===== config.mk =====
export PLATFORM = sky130hd
export DESIGN_NAME = uart_rx_core
export DESIGN_NICKNAME = d
export VERILOG_FILES = /design/src/rtl/uart_rx_pkg.sv /design/src/rtl/uart_rx_fifo.sv /design/src/rtl/uart_rx_core.sv
export SDC_FILE = /design/constraint.sdc
export NUM_CORES = 1
export LEC_CHECK = 0
export CORE_MARGIN = 5
export CORE_UTILIZATION = 40
export DETAILED_ROUTE_END_ITERATION = 10
export PLACE_DENSITY_LB_ADDON = 0.1
export SYNTH_ARGS = -nofsm -noshare
export SYNTH_HDL_FRONTEND = slang
export SYNTH_SLANG_ARGS = --single-unit
export TNS_END_PERCENT = 30

===== constraint.sdc =====
create_clock -name clk -period 2.7 [get_ports clk]
set_input_delay 0.81 -clock clk [delete_from_list [all_inputs] [get_ports clk]]
set_output_delay 0.81 -clock clk [all_outputs]
set_load 0.03 [all_outputs]

===== src/rtl/uart_rx_pkg.sv =====
// Shared types and helpers for the UART receive path.
// Latency: n/a (types, constants and an elaboration-time divisor function only).
// Backpressure: n/a.
package uart_rx_pkg;

    localparam int OVERSAMPLE = 16;

    // Baud select encoding as seen in the CTRL.BAUD register field.
    typedef enum logic [1:0] {
        BAUD_9600   = 2'd0,
        BAUD_38400  = 2'd1,
        BAUD_115200 = 2'd2,
        BAUD_RSVD   = 2'd3
    } ctrl_baud_t;

    typedef enum logic [2:0] {
        ST_IDLE,
        ST_START,
        ST_DATA,
        ST_PARITY,
        ST_STOP
    } rx_state_t;

    typedef struct packed {
        logic       ferr;
        logic       perr;
        logic [7:0] data;
    } rx_entry_t;

    // Clocks per oversample tick, rounded to nearest. Reserved select falls back to 9600.
    function automatic int baud_div(input int clk_freq, input ctrl_baud_t sel);
        int baud;
        case (sel)
            BAUD_38400:  baud = 38400;
            BAUD_115200: baud = 115200;
            default:     baud = 9600;
        endcase
        return (clk_freq + (baud * OVERSAMPLE) / 2) / (baud * OVERSAMPLE);
    endfunction

endpackage


===== src/rtl/uart_rx_fifo.sv =====
// Synchronous show-ahead FIFO: pop_dat always presents the head entry.
// Latency: a push is visible at the head the cycle after it is accepted; pop advances next cycle.
// Backpressure: push while full is dropped unless a pop happens in the same cycle; pop while empty is ignored.
//   clk, rst       : clock, synchronous active-high reset
//   push, push_dat : write request and data
//   pop, pop_dat   : read request and head data
//   full, empty    : occupancy flags
module uart_rx_fifo #(
    parameter int DEPTH = 8,
    parameter int WIDTH = 10
) (
    input  logic             clk,
    input  logic             rst,
    input  logic             push,
    input  logic [WIDTH-1:0] push_dat,
    input  logic             pop,
    output logic [WIDTH-1:0] pop_dat,
    output logic             full,
    output logic             empty
);

    localparam int AW = $clog2(DEPTH);

    logic [WIDTH-1:0] mem [DEPTH];
    logic [AW-1:0]    wr_ptr;
    logic [AW-1:0]    rd_ptr;
    logic [AW:0]      count;
    logic             wr_ok;
    logic             rd_ok;

    assign full    = (count == (AW+1)'(DEPTH));
    assign empty   = (count == '0);
    assign rd_ok   = pop && !empty;
    // A pop on a full FIFO frees the slot the push is about to use.
    assign wr_ok   = push && (!full || rd_ok);
    assign pop_dat = mem[rd_ptr];

    always_ff @(posedge clk) begin
        if (wr_ok) begin
            mem[wr_ptr] <= push_dat;
        end
    end

    always_ff @(posedge clk) begin
        if (rst) begin
            wr_ptr <= '0;
            rd_ptr <= '0;
            count  <= '0;
        end else begin
            if (wr_ok) wr_ptr <= wr_ptr + 1'b1;
            if (rd_ok) rd_ptr <= rd_ptr + 1'b1;
            case ({wr_ok, rd_ok})
                2'b10:   count <= count + 1'b1;
                2'b01:   count <= count - 1'b1;
                default: count <= count;
            endcase
        end
    end

endmodule


===== src/rtl/uart_rx_core.sv =====
// UART receiver: 2-FF pin synchroniser, 16x oversampled frame FSM, show-ahead byte FIFO with error flags.
// Latency: 2 clk pin-to-start-detect; byte at FIFO head and rx_irq pulse one clk after the mid-stop sample.
// Backpressure: none toward the line; a completed byte arriving on a full FIFO is dropped and rx_ovf pulses.
//   rxd            : async serial input (idle 1)       ctrl_baud : 0=9600 1=38400 2=115200 3=9600
//   rx_en          : receive enable                    rx_pop    : pop FIFO head
//   rx_data/ferr/perr : head entry, zero when empty    rx_empty  : FIFO empty
//   rx_irq / rx_ovf   : push / drop pulses             rx_busy   : frame in progress
module uart_rx_core
    import uart_rx_pkg::*;
#(
    parameter int CLK_FREQ   = 18_432_000,
    parameter int FIFO_DEPTH = 8,
    parameter int PARITY_EN  = 1
) (
    input  logic       clk,
    input  logic       rst,
    input  logic       rxd,
    input  logic [1:0] ctrl_baud,
    input  logic       rx_en,
    input  logic       rx_pop,
    output logic [7:0] rx_data,
    output logic       rx_ferr,
    output logic       rx_perr,
    output logic       rx_empty,
    output logic       rx_irq,
    output logic       rx_ovf,
    output logic       rx_busy
);

    localparam int DIV_W = 16;
    localparam logic [DIV_W-1:0] DIV_9600   = DIV_W'(baud_div(CLK_FREQ, BAUD_9600));
    localparam logic [DIV_W-1:0] DIV_38400  = DIV_W'(baud_div(CLK_FREQ, BAUD_38400));
    localparam logic [DIV_W-1:0] DIV_115200 = DIV_W'(baud_div(CLK_FREQ, BAUD_115200));

    rx_state_t        state, state_nxt;
    logic             sync1, rxd_s, rxd_prev;
    logic [DIV_W-1:0] sel_div, div_q, div_cnt;
    logic [3:0]       tick_cnt;
    logic [2:0]       bit_cnt;
    logic [7:0]       shift;
    logic             par_q;
    logic             tick, sample, start_det, push;
    logic             irq_q, ovf_q;
    logic             fifo_full, fifo_empty;
    rx_entry_t        push_ent, head;

    always_comb begin
        case (ctrl_baud_t'(ctrl_baud))
            BAUD_38400:  sel_div = DIV_38400;
            BAUD_115200: sel_div = DIV_115200;
            default:     sel_div = DIV_9600;
        endcase
    end

    // Sample points: 8th tick for mid-start, then every 16th tick (mid-bit).
    assign tick   = (div_cnt == div_q - 1'b1);
    assign sample = tick && (tick_cnt == ((state == ST_START) ? 4'd7 : 4'd15));

    always_ff @(posedge clk) begin
        if (rst) begin
            sync1    <= 1'b1;
            rxd_s    <= 1'b1;
            rxd_prev <= 1'b1;
        end else begin
            sync1    <= rxd;
            rxd_s    <= sync1;
            rxd_prev <= rxd_s;
        end
    end

    always_ff @(posedge clk) begin
        if (rst) state <= ST_IDLE;
        else     state <= state_nxt;
    end

    always_comb begin
        state_nxt = state;
        start_det = 1'b0;
        push      = 1'b0;
        if (!rx_en) begin
            state_nxt = ST_IDLE;
        end else begin
            case (state)
                ST_IDLE: begin
                    if (rxd_prev && !rxd_s) begin
                        start_det = 1'b1;
                        state_nxt = ST_START;
                    end
                end
                ST_START: begin
                    if (sample) state_nxt = rxd_s ? ST_IDLE : ST_DATA;
                end
                ST_DATA: begin
                    if (sample && bit_cnt == 3'd7)
                        state_nxt = (PARITY_EN != 0) ? ST_PARITY : ST_STOP;
                end
                ST_PARITY: begin
                    if (sample) state_nxt = ST_STOP;
                end
                ST_STOP: begin
                    if (sample) begin
                        push      = 1'b1;
                        state_nxt = ST_IDLE;
                    end
                end
                default: state_nxt = ST_IDLE;
            endcase
        end
    end

    always_ff @(posedge clk) begin
        if (rst) begin
            div_q    <= DIV_9600;
            div_cnt  <= '0;
            tick_cnt <= '0;
            bit_cnt  <= '0;
            shift    <= '0;
            par_q    <= 1'b0;
            irq_q    <= 1'b0;
            ovf_q    <= 1'b0;
        end else begin
            irq_q <= push && (!fifo_full || rx_pop);
            ovf_q <= push && fifo_full && !rx_pop;
            if (start_det) begin
                // Divisor frozen for the whole frame.
                div_q    <= sel_div;
                div_cnt  <= '0;
                tick_cnt <= '0;
                bit_cnt  <= '0;
            end else if (state != ST_IDLE) begin
                div_cnt <= tick ? '0 : div_cnt + 1'b1;
                if (tick) tick_cnt <= (state == ST_START && sample) ? 4'd0 : tick_cnt + 4'd1;
                if (sample && state == ST_DATA) begin
                    shift   <= {rxd_s, shift[7:1]};
                    bit_cnt <= bit_cnt + 3'd1;
                end
                if (sample && state == ST_PARITY) par_q <= rxd_s;
            end
        end
    end

    assign push_ent.ferr = ~rxd_s;
    assign push_ent.perr = (PARITY_EN != 0) ? ((^shift) ^ par_q) : 1'b0;
    assign push_ent.data = shift;

    uart_rx_fifo #(
        .DEPTH (FIFO_DEPTH),
        .WIDTH ($bits(rx_entry_t))
    ) u_fifo (
        .clk      (clk),
        .rst      (rst),
        .push     (push),
        .push_dat (push_ent),
        .pop      (rx_pop),
        .pop_dat  (head),
        .full     (fifo_full),
        .empty    (fifo_empty)
    );

    assign rx_empty = fifo_empty;
    assign rx_data  = fifo_empty ? 8'h00 : head.data;
    assign rx_ferr  = fifo_empty ? 1'b0  : head.ferr;
    assign rx_perr  = fifo_empty ? 1'b0  : head.perr;
    assign rx_irq   = irq_q;
    assign rx_ovf   = ovf_q;
    assign rx_busy  = (state != ST_IDLE);

endmodule


==> impl_results.md, run 1 <==
- Status: completed
- DP Cell Count: 687
- Root Driver: clkbuf_16
- Final net count: 542
- Final Instance Area: 7180 µm²
- Remaining DRCs: 0
- Finished Core Util: 49.4%
- Slew @ Worst Pin: 0.636 ns
- Peak Freq: 372 MHz
- Initial Utilization: 40.8%
- Post-Layout Cell Count: 720
- Leading area contributor after synthesis: edfxtp_1
- Placed Area: 6580 µm²
- Synth Cell Area: 5930 µm²
- Die X: 132 µm
- CTS Buf Count: 17
- Clock Path Buffers: 2
- Worst slew margin: 57.3%
- CTS clock-pin slew for the worst setup and hold paths: 0.06 ns
- CTS Sinks: 137
- Mapped Nets: 488
- Complex-gate fraction of the synthesized area: 5.42%
- Total track usage: 14.4%
- Worst-path maximum fanout: 6
- ANT cells: 0
- Post-synthesis adder-cell area fraction: 2.53%
- DRT Wirelength: 11900 µm
- CTS H-tree depth: 4
- Share of the synthesized area in the top cell type: 40.5%
- Final-report max-slew violation count: 0
- DIE AREA: 17400 µm²
- Initial DRC count: 203
- Ys flop type: edfxtp_1
- EDFF count, synth: 80
- CP Launch Type: flip-flop
- First-pass GRT wire length: 19600 µm
- WP data arrival: 1.88 ns
- GRT overflow: 0
- FFs w/ async S/R, synth: 0%
- Synth-to-layout area growth: 21.2%
- RSZ-0062 raised after global routing: yes
- Ys Warns: 0
- Vias per Instance: 5.17
- Share of layout cells above drive strength 1: 22.2%
- # port buffers: 20
- Xor and xnor area share after synthesis: 5.17%
- Final hold violation count: 0
- Top cells by count, synth: edfxtp_1, dfxtp_1, nor2_1
- Avg WL per Cell: 16.5 µm
- Syn Inst Count: 469
- MaxCap Viol Count: 0
- Die Y: 132 µm
- Clk_lat worst skew: 0.42 ns
- Seq cells post-synth: 137
- Largest cells by area after synthesis: edfxtp_1, dfxtp_1, mux4_2, nor2_1, xor2_1
- Fin Clk Skew: 0.0125 ns
- Avg Cell Area, Syn: 12.6 µm²
- Core area: 14500 µm²
- Routability Congestion: 0.843
- Register area share after synthesis: 59.8%
- Post-synth cell types: 51
- Core Rows: 44
- Critical path class: flip-flop to primary output
- Number of fillers in the final layout: 1317
- Post-Synth Simple-Gate Area: 14.9%
- Io pins: 21
- DRT antenna net count: 0
- Routed vias: 3724
- CTS tree: yes
- Post-synthesis mux area share: 9.79%
- Leakage: 2.51 nW
- Setup TNS: 0 ns
- Initial DRT Pass Iterations: 4
- Vias in the first global route: 3771
- Peak supply drop: 378 µV
- Tcrit/Tclk final: 99.6%
- Detailed placement HPWL: 7900 µm
- WP data required: 1.89 ns
- Initial antenna violation count: 0
- Final min period: 2.69 ns
- CP Capture Type: primary output
- HP Class: flip-flop to flip-flop
- Pwr Density: 626 nW/µm²
- Most common cell in the netlist: edfxtp_1
- Final setup violation count: 0
- Worst slack, placed: -0.497 ns
- Post-route setup slack: 0.0114 ns
- Cts hold-fix bufs: 0
- Largest net degree at the start of global routing: 23
- Largest family of logic cells by synthesized area: simple AND/OR/NAND/NOR gates
==> layout make-up <==
cell class / instances / area [µm²] / area share, %
inverters: 12 / 45.0 / 0.627
well taps: 184 / 230 / 3.20
repair buffers: 56 / 497 / 6.91
clock buffers: 18 / 429 / 5.97
flip-flops and latches: 137 / 3550 / 49.4
clock inverters: 14 / 148 / 2.06
multi-input cells: 299 / 2290 / 31.8
==> power by group <==
part	switching, W	internal [W]
registers	0.00000248	0.00219
clock network	0.000889	0.00136
logic	0.0000311	0.0000239
total	0.000922	0.00358
==> what timing repair did <==
item / in CTS / in global routing
gates resized for setup: 50 / 21
pin swaps: 1 / 3
buffers inserted: 0 / 1
endpoints found under the setup margin: 14 / 12
==> placed cells by master (no fill, tap or decap), drive strengths merged, types with 4 or more instances in the layout <==
master,netlist,layout
nand2,28,28
nand3,30,30
nand2b,7,7
ha,12,12
xnor2,15,15
mux2i,13,13
and3,4,4
or3,7,7
o21ai,8,8
nor4,5,5
nand4,7,7
clkdlybuf4s50,0,7
xor2,20,20
clkinv,0,4
and2,4,4
buf,11,46
dfxtp,57,57
nor3,6,6
or2,5,5
clkbuf,10,18
inv,12,16
a21oi,25,25
mux4,20,20
clkinvlp,0,4
edfxtp,80,80
nor2,49,49
==> flip-flops by register name (all words and copies together) (netlist names), 3 cells and up, named ones only <==
register	count
u_fifo.rd_ptr	3
shift	8
u_fifo.mem	80
u_fifo.wr_ptr	3
div_cnt	16
bit_cnt	3
u_fifo.count	4
state	3
div_q	4
tick_cnt	4
==> critical path, stage by stage (launching register included) <==
cell     delay (ns)
dfxtp_4        0.39
buf_8          0.14
mux4_2         0.52
mux2i_2        0.19
nor2_1         0.06
buf_4          0.17
==> worst paths after layout <==
kind	start	end	slack (ns)	cells after the start
setup reg to reg	div_q[1]	u_fifo.count[2]	0.12	13
setup / recovery	flip-flop	rx_data[7]	0.01	5
hold / removal	sync1	rxd_s	0.41	1
hold reg to reg	sync1	rxd_s	0.41	1
==> metrics by stage <==
stage               hold WS [ns]  total power (W)
floorplan                  0.389          0.00227
global placement           0.396          0.00229
global route               0.449          0.00466
detailed placement         0.399          0.00229
CTS                        0.413          0.00456
finish                     0.413          0.00450
==> metal layers <==
layer / vias up / GRT usage, % / routed length, µm
li1: 1841 / - / -
met1: 1815 / 17.7 / 5370
met2: 52 / 24.2 / 6050
met3: 16 / 3.78 / 274
met4: 0 / 5.49 / 214
met5: - / 0 / 0
==> logic make-up (layout without fill, tap and decap cells) <==
| logic type | Yosys count | after routing |
|---|---|---|
| muxes | 33 | 33 |
| and+or+nand+nor | 168 | 168 |
| adders and majority gates | 12 | 12 |
| AOI/OAI and AO/OA | 51 | 51 |
| buffers and inverters | 33 | 100 |
| DFF | 137 | 137 |
| xor gates and xnor gates | 35 | 35 |
Power figures use the tool's default switching activity.
==> inputs of run 2 (changes only) <==
Settings changed: CAP_MARGIN set to 20, CORE_MARGIN 5 to unset.
==> run 2 against run 1 <==
  * The run now ends with negative setup slack left
  * Critical endpoint is now rx_data[5]
  * Combinational power is essentially flat
  * Die area shrank 12%
  * Global-route usage rose by 3.0 points
  * Largest cell class unchanged
  * Largest power group unchanged
  * First-iteration DRC count rose by 12%
  * Highest routed layer unchanged
==> impl_results.md, run 2 (synthesis results as in run 1) <==
- Cts hold-fix bufs: 0 (unchanged)
- Seq pwr share: 48.7% (about the same)
- Final net count: 543 (was 542)
- Commonest non-fill, non-tap cell in the layout: edfxtp_1 (unchanged)
- Core area: 14500 µm² (about the same)
- Io pins: 21 (unchanged)
- Pwr Density: 622 nW/µm² (was 626 nW/µm²)
- Routability Congestion: 0.786 (was 0.843)
- Clock network fraction of total power: 50.0% (was 50.1%)
- Core Rows: 44 (unchanged)
- DRT antenna net count: 0 (unchanged)
- Root Driver: clkbuf_16 (unchanged)
- Post-route setup slack: -0.0608 ns (was 0.0114 ns)
- WP data required: 1.89 ns (about the same)
- CTS Buf Count: 17 (unchanged)
- Leakage: 2.53 nW (was 2.51 nW)
- Fin Clk Skew: 0.00610 ns (was 0.0125 ns)
- R2R cell count: 13 (unchanged)
- Avg WL per Cell: 16.5 µm (about the same)
- Initial Utilization: 40.9% (was 40.8%)
- Status: finished with violations (was completed)
- Routed vias: 3738 (was 3724)
- Clock Path Buffers: 2 (unchanged)
- CTS tree: yes (unchanged)
- Hold path startpoint: sync1 (unchanged)
- Synth-to-layout area growth: 22.0% (was 21.2%)
- CTS H-tree depth: 4 (unchanged)
- Final min period: 2.76 ns (was 2.69 ns)
- Combinational Power Share: 1.2% (about the same)
- WP data arrival: 1.95 ns (was 1.88 ns)
- Die Y: 124 µm (was 132 µm)
- Psw: 0.000885 W (was 0.000922 W)
- First-pass GRT wire length: 19300 µm (was 19600 µm)
- Slew @ Worst Pin: 0.775 ns (was 0.636 ns)
- Vias per Instance: 5.18 (was 5.17)
- RSZ-0062 raised after global routing: yes (unchanged)
- # port buffers: 20 (unchanged)
- Setup TNS: -0.204 ns (was 0 ns)
- Peak Freq: 362 MHz (was 372 MHz)
- WHS Path Cells: 1 (unchanged)
- CP Capture Type: primary output (unchanged)
- Critical path class: flip-flop to primary output (unchanged)
- Largest net degree at the start of global routing: 21 (was 23)
- CP Launch Type: flip-flop (unchanged)
- R2r startpoint: div_q[2] (was div_q[1])
- Most frequent cells in the layout: edfxtp_1, dfxtp_1, nor2_1, buf_4, nand3_1 (was edfxtp_1, dfxtp_1, nor2_1, nand3_1, buf_4)
- HP Class: flip-flop to flip-flop (unchanged)
- CTS clock-pin slew for the worst setup and hold paths: 0.06 ns (about the same)
- Initial antenna violation count: 0 (unchanged)
- Tcrit/Tclk final: 102% (was 99.6%)
- Final hold violation count: 0 (unchanged)
- Final setup violation count: 6 (was 0)
- DRT Wirelength: 11900 µm (about the same)
- Peak supply drop: 393 µV (was 378 µV)
- Final-report max-slew violation count: 0 (unchanged)
- Worst slew margin: 48.2% (was 57.3%)
- Switching portion of total power: 19.7% (was 20.5%)
- DIE AREA: 15300 µm² (was 17400 µm²)
- Detailed placement HPWL: 7630 µm (was 7900 µm)
- MaxCap Viol Count: 0 (unchanged)
- Slowest cell on the critical path: mux4_2 (unchanged)
- Vias in the first global route: 3737 (was 3771)
- Worst-path maximum fanout: 5 (was 6)
- Remaining DRCs: 0 (unchanged)
- Clk_lat worst skew: 0.42 ns (about the same)
- CTS Sinks: 137 (unchanged)
- Total track usage: 17.4% (was 14.4%)
- ANT cells: 0 (unchanged)
- Biggest regs: u_fifo.mem x80, div_cnt x16, shift x8 (unchanged)
- Failing checks: negative setup slack
- Initial DRC count: 227 (was 203)
- P_int: 0.00361 W (was 0.00358 W)
- GRT overflow: 0 (unchanged)
- Number of flip-flops under the largest register name: 80 (unchanged)
- Die X: 124 µm (was 132 µm)
- Total Power: 0.00450 W (about the same)
- Largest Register: u_fifo.mem (unchanged)
- WHS Endpoint: rxd_s (unchanged)
- Share of layout cells above drive strength 1: 22.2% (about the same)
- Initial DRT Pass Iterations: 5 (was 4)
- Critical R2R Capture: u_fifo.count[2] (unchanged)
- R2R setup slack: 0.11 ns (was 0.12 ns)
- Hold WS: 0.406 ns (was 0.413 ns)
- Slowest stage delay, CP: 0.48 ns (was 0.52 ns)
- Crit-path cells: buf_12, buf_6, mux4_2, mux2i_1, nor2_1, buf_4 (was buf_8, mux4_2, mux2i_2, nor2_1, buf_4)
-- run 2: cell count changes in the layout (fill, tap and decap cells not counted), moves of 2 or more --
cell / delta
buf_2: -3
buf_4: +2
clkbuf_8: +2
clkinv_2: +3
inv_6: -4
-- run 2: how the worst max path moves through the flow --
stage | from | end | slack (ns) | depth (start not counted)
after floorplan | div_cnt[5] | u_fifo.count[2] | 0.04 | 12
after CTS | flip-flop | rx_ferr | -0.22 | 5
after detailed placement | rx_en | u_fifo.count[2] | -0.49 | 11
final | flip-flop | rx_data[5] | -0.06 | 6
after global placement | rx_en | u_fifo.count[2] | -0.46 | 11
after global routing | rx_en | u_fifo.count[2] | -0.17 | 11
-- run 2: power by group through the flow --
stage / combinational (W) / sequential [W] / clock (W)
3_3_place_gp: 0.0000545 / 0.00224 / 0
2_1_floorplan: 0.0000301 / 0.00224 / 0
5_1_grt: 0.0000625 / 0.00219 / 0.00239
3_5_place_dp: 0.0000552 / 0.00224 / 0
6_report: 0.0000553 / 0.00219 / 0.00225
4_1_cts: 0.0000555 / 0.00219 / 0.00231
-- run 2: layer usage --
| layer | global-route usage [%] | wire (µm) | vias to the layer above |
|---|---|---|---|
| li1 | - | - | 1843 |
| met1 | 21.2 | 5420 | 1822 |
| met2 | 29.1 | 5940 | 54 |
| met3 | 4.17 | 309 | 19 |
| met4 | 7.98 | 236 | 0 |
| met5 | 0 | 0 | - |
-- run 2: critical path: cells and delay by family (launching register included) --
family | cells | cell delay, ns
buffers and inverters | 3 | 0.40
multiplexers | 2 | 0.65
flip-flops | 1 | 0.41
AND/OR/NAND/NOR | 1 | 0.06
-- run 2: repair_timing --
action / in CTS / in global routing
setup endpoints to repair: 13 / 13
cloned: 1 / 1
buffers inserted: 3 / 1
resized for setup: 41 / 24
pin swaps: 2 / 2
-- run 2: per-stage QoR --
stage	cell area (µm²)	worst slack, ns	utilization (%)	cells
final	7230	-0.0608	49.9	721
after global routing	7230	-0.169	49.9	721
after CTS	7220	-0.218	49.8	719
after detailed placement	6570	-0.494	45.3	683
after global placement	6570	-0.462	45.3	683
after floorplan	5930	0.0390	-	469
-- run 2: layout make-up --
cell class,count,area (µm²)
Clock buffer,20,457
Clock inverter,12,125
Fill cell,1265,7250
Inverter,12,45.0
Multi-Input combinational cell,299,2280
Sequential cell,137,3550
Tap cell,184,230
Timing Repair Buffer,57,543
==> inputs of run 3 (changes only) <==
Settings changed: CORE_MARGIN set to 2, GPL_TIMING_DRIVEN set to 1, SYNTH_HIERARCHICAL set to 1.
==> run 3 against run 2 <==
  * Final area up 5.2%
  * Flip-flop and latch count unchanged
  * Worst hold slack better by 0.0024 ns
  * Worst setup slack worse by 0.098 ns
  * Largest power group is now registers
  * The flow still finishes with violations (negative setup slack)
  * First-iteration DRC count down 17%
  * Highest routed layer unchanged
==> impl_results.md, run 3 <==
- Status: finished with violations (unchanged)
- Failing checks: negative setup slack (unchanged)
- Commonest non-fill, non-tap cell in the layout: edfxtp_1 (unchanged)
- Detailed placement HPWL: 7610 µm (was 7630 µm)
- Finished Core Util: 52.3% (was 49.9%)
- WHS Path Cells: 1 (unchanged)
- Most frequent cells in the layout: edfxtp_1, dfxtp_1, nor2_1, buf_4, mux4_2 (was edfxtp_1, dfxtp_1, nor2_1, buf_4, nand3_1)
- Routability Congestion: 0.779 (was 0.786)
- Initial Utilization: 41.1% (was 40.9%)
- Routed vias: 3634 (was 3738)
- Post-synth cell types: 58 (was 51)
- CP Launch Type: flip-flop (unchanged)
- Avg Cell Area, Syn: 13.4 µm² (was 12.6 µm²)
- Critical R2R Capture: u_fifo/count[3] (was u_fifo.count[2])
- Seq cells post-synth: 137 (unchanged)
- FFs w/ async S/R, synth: 0% (unchanged)
- Cts hold-fix bufs: 0 (unchanged)
- Synth Cell Area: 5970 µm² (was 5930 µm²)
- Worst slew margin: 56.0% (was 48.2%)
- DRT antenna net count: 0 (unchanged)
- Avg WL per Cell: 16.3 µm (was 16.5 µm)
- Seq pwr share: 36.8% (was 48.7%)
- RSZ-0062 raised after global routing: yes (unchanged)
- Total track usage: 15.5% (was 17.4%)
- WP data arrival: 2.05 ns (was 1.95 ns)
- Clk_lat worst skew: 0.42 ns (about the same)
- MaxCap Viol Count: 0 (unchanged)
- Hold WS: 0.409 ns (was 0.406 ns)
- Final hold violation count: 0 (unchanged)
- Slew @ Worst Pin: 0.656 ns (was 0.775 ns)
- Ys flop type: edfxtp_1 (unchanged)
- P_int: 0.00441 W (was 0.00361 W)
- HP Class: flip-flop to flip-flop (unchanged)
- Pwr Density: 814 nW/µm² (was 622 nW/µm²)
- Worst slack, placed: -0.185 ns (was -0.494 ns)
- Combinational Power Share: 26.3% (was 1.2%)
- WP data required: 1.89 ns (about the same)
- CP Capture Type: primary output (unchanged)
- Vias in the first global route: 3588 (was 3737)
- Register area share after synthesis: 59.4% (was 59.8%)
- Core area: 14500 µm² (about the same)
- Syn Inst Count: 446 (was 469)
- CTS clock-pin slew for the worst setup and hold paths: 0.06 ns (about the same)
- CTS tree: yes (unchanged)
- Initial antenna violation count: 0 (unchanged)
- Leakage: 2.77 nW (was 2.53 nW)
- Initial DRT Pass Iterations: 4 (was 5)
- GRT overflow: 0 (unchanged)
- Cell family with most CP delay: multiplexers (unchanged)
- Largest net degree at the start of global routing: 22 (was 21)
- Final setup violation count: 42 (was 6)
- Largest Register: u_fifo/mem (was u_fifo.mem)
- # port buffers: 20 (unchanged)
- DRT Wirelength: 11700 µm (was 11900 µm)
- Ys Warns: 6 (was 0)
- WHS Endpoint: rxd_s (unchanged)
- Mapped Nets: 465 (was 488)
- Synth-to-layout area growth: 27.4% (was 22.0%)
- Remaining DRCs: 0 (unchanged)
- Biggest regs: u_fifo/mem x80, div_cnt x16, shift x8 (was u_fifo.mem x80, div_cnt x16, shift x8)
- Hold path startpoint: sync1 (unchanged)
- First-pass GRT wire length: 18900 µm (was 19300 µm)
- Core Rows: 44 (unchanged)
- Worst-path maximum fanout: 8 (was 5)
- Crit-path cells: buf_12, mux4_2, mux2_4, nor2b_1, buf_4 (was buf_12, buf_6, mux4_2, mux2i_1, nor2_1, buf_4)
- Post-route setup slack: -0.158 ns (was -0.0608 ns)
- Largest cells by area after synthesis: edfxtp_1, dfxtp_1, mux4_2, nor2_1, mux2i_1 (was edfxtp_1, dfxtp_1, mux4_2, nor2_1, xor2_1)
- CP Buf/Inv Count: 2 (was 3)
- Io pins: 21 (unchanged)
- Number of flip-flops under the largest register name: 80 (unchanged)
- Slowest cell on the critical path: mux4_2 (unchanged)
- Initial DRC count: 188 (was 227)
- Critical path class: flip-flop to primary output (unchanged)
- R2R cell count: 12 (was 13)
- Most common cell in the netlist: edfxtp_1 (unchanged)
- CTS H-tree depth: 4 (unchanged)
- Setup TNS: -2.52 ns (was -0.204 ns)
- Die Y: 126 µm (was 124 µm)
- Clock network fraction of total power: 36.9% (was 50.0%)
- ANT cells: 0 (unchanged)
- Final-report max-slew violation count: 0 (unchanged)
- Root Driver: clkbuf_16 (unchanged)
- Share of layout cells above drive strength 1: 31.8% (was 22.2%)
- Final min period: 2.86 ns (was 2.76 ns)
- Peak supply drop: 447 µV (was 393 µV)
- Slowest stage delay, CP: 0.49 ns (was 0.48 ns)
- CTS Sinks: 137 (unchanged)
- Top cells by count, synth: edfxtp_1, dfxtp_1, nor2_1 (unchanged)
- Psw: 0.00178 W (was 0.000885 W)
- Switching portion of total power: 28.8% (was 19.7%)
- R2R setup slack: -0.07 ns (was 0.11 ns)
- Leading area contributor after synthesis: edfxtp_1 (unchanged)
- R2r startpoint: state[2] (was div_q[2])
- Clock Path Buffers: 2 (unchanged)
- Vias per Instance: 5.05 (was 5.18)
- Peak Freq: 350 MHz (was 362 MHz)
- Fin Clk Skew: 0.00702 ns (was 0.00610 ns)
- Final net count: 541 (was 543)
- Share of the synthesized area in the top cell type: 40.2% (was 40.5%)
- EDFF count, synth: 80 (unchanged)
- DIE AREA: 15900 µm² (was 15300 µm²)
- Die X: 126 µm (was 124 µm)
- Tcrit/Tclk final: 106% (was 102%)
- CTS Buf Count: 17 (unchanged)
## run 3: changes by cell type in the layout (fill, tap and decap cells not counted), moves of 7 or more
cell and delta:
a21oi_1 -16, buf_4 +15, buf_6 +7, nand2_1 -16, nand3_1 -19, nor2b_1 +8
## run 3: layer usage
metal  GRT usage [%]  wire [µm]
met1            19.2       5260
met2            26.2       6000
met3            3.70        310
met4            6.46        149
met5               0          0
## run 3: per-stage QoR
stage / area [µm²] / instances / total power, W
CTS: 7420 / 709 / 0.00618
global route: 7610 / 719 / 0.00646
global placement: 6800 / 676 / 0.00382
detailed placement: 6800 / 676 / 0.00383
floorplan: 6040 / 446 / 0.00330
finish: 7610 / 719 / 0.00619
## run 3: power groups by stage
| stage | sequential [W] | combinational, W | clock, W |
|---|---|---|---|
| final | 0.00228 | 0.00163 | 0.00228 |
| after global routing | 0.00228 | 0.00176 | 0.00242 |
| after CTS | 0.00228 | 0.00157 | 0.00234 |
| after detailed placement | 0.00230 | 0.00153 | 0 |
| after global placement | 0.00230 | 0.00152 | 0 |
| after floorplan | 0.00231 | 0.000986 | 0 |
## run 3: area by class of cell
class                           count  area [µm²]
Fill cell                        1262        6930
Sequential cell                   137        3550
Multi-Input combinational cell    279        2440
Timing Repair Buffer               75         753
Clock buffer                       17         425
Tap cell                          184         230
Clock inverter                     15         164
Inverter                           12        47.5
## run 3: cells by family after synthesis
kind of cell | Yosys count | synth area share (%)
flops | 137 | 59.4
xor+xnor | 34 | 4.99
buf+inv | 30 | 2.35
fa+ha+maj | 12 | 2.64
compound gates | 32 | 3.98
mux | 49 | 12.7
simple gates | 152 | 14.0
## run 3: worst max path at each step
stage | cells past startpoint | to | startpoint | slack [ns]
final | 5 | rx_data[5] | flip-flop | -0.16
after global placement | 5 | rx_data[2] | flip-flop | -0.17
after floorplan | 13 | u_fifo/count[3] | state[1] | -0.08
after global routing | 12 | u_fifo/count[3] | state[2] | -0.25
after detailed placement | 5 | rx_data[2] | flip-flop | -0.19
after CTS | 5 | rx_data[2] | flip-flop | -0.21
## run 3: timing repair
action | 4_1_cts | 5_1_grt
pin swaps | 0 | 18
setup buffers | 0 | 9
setup endpoints to repair | 33 | 81
endpoints found under the hold margin | 0 | 0
resized for setup | 70 | 30
cloned | 1 | 1
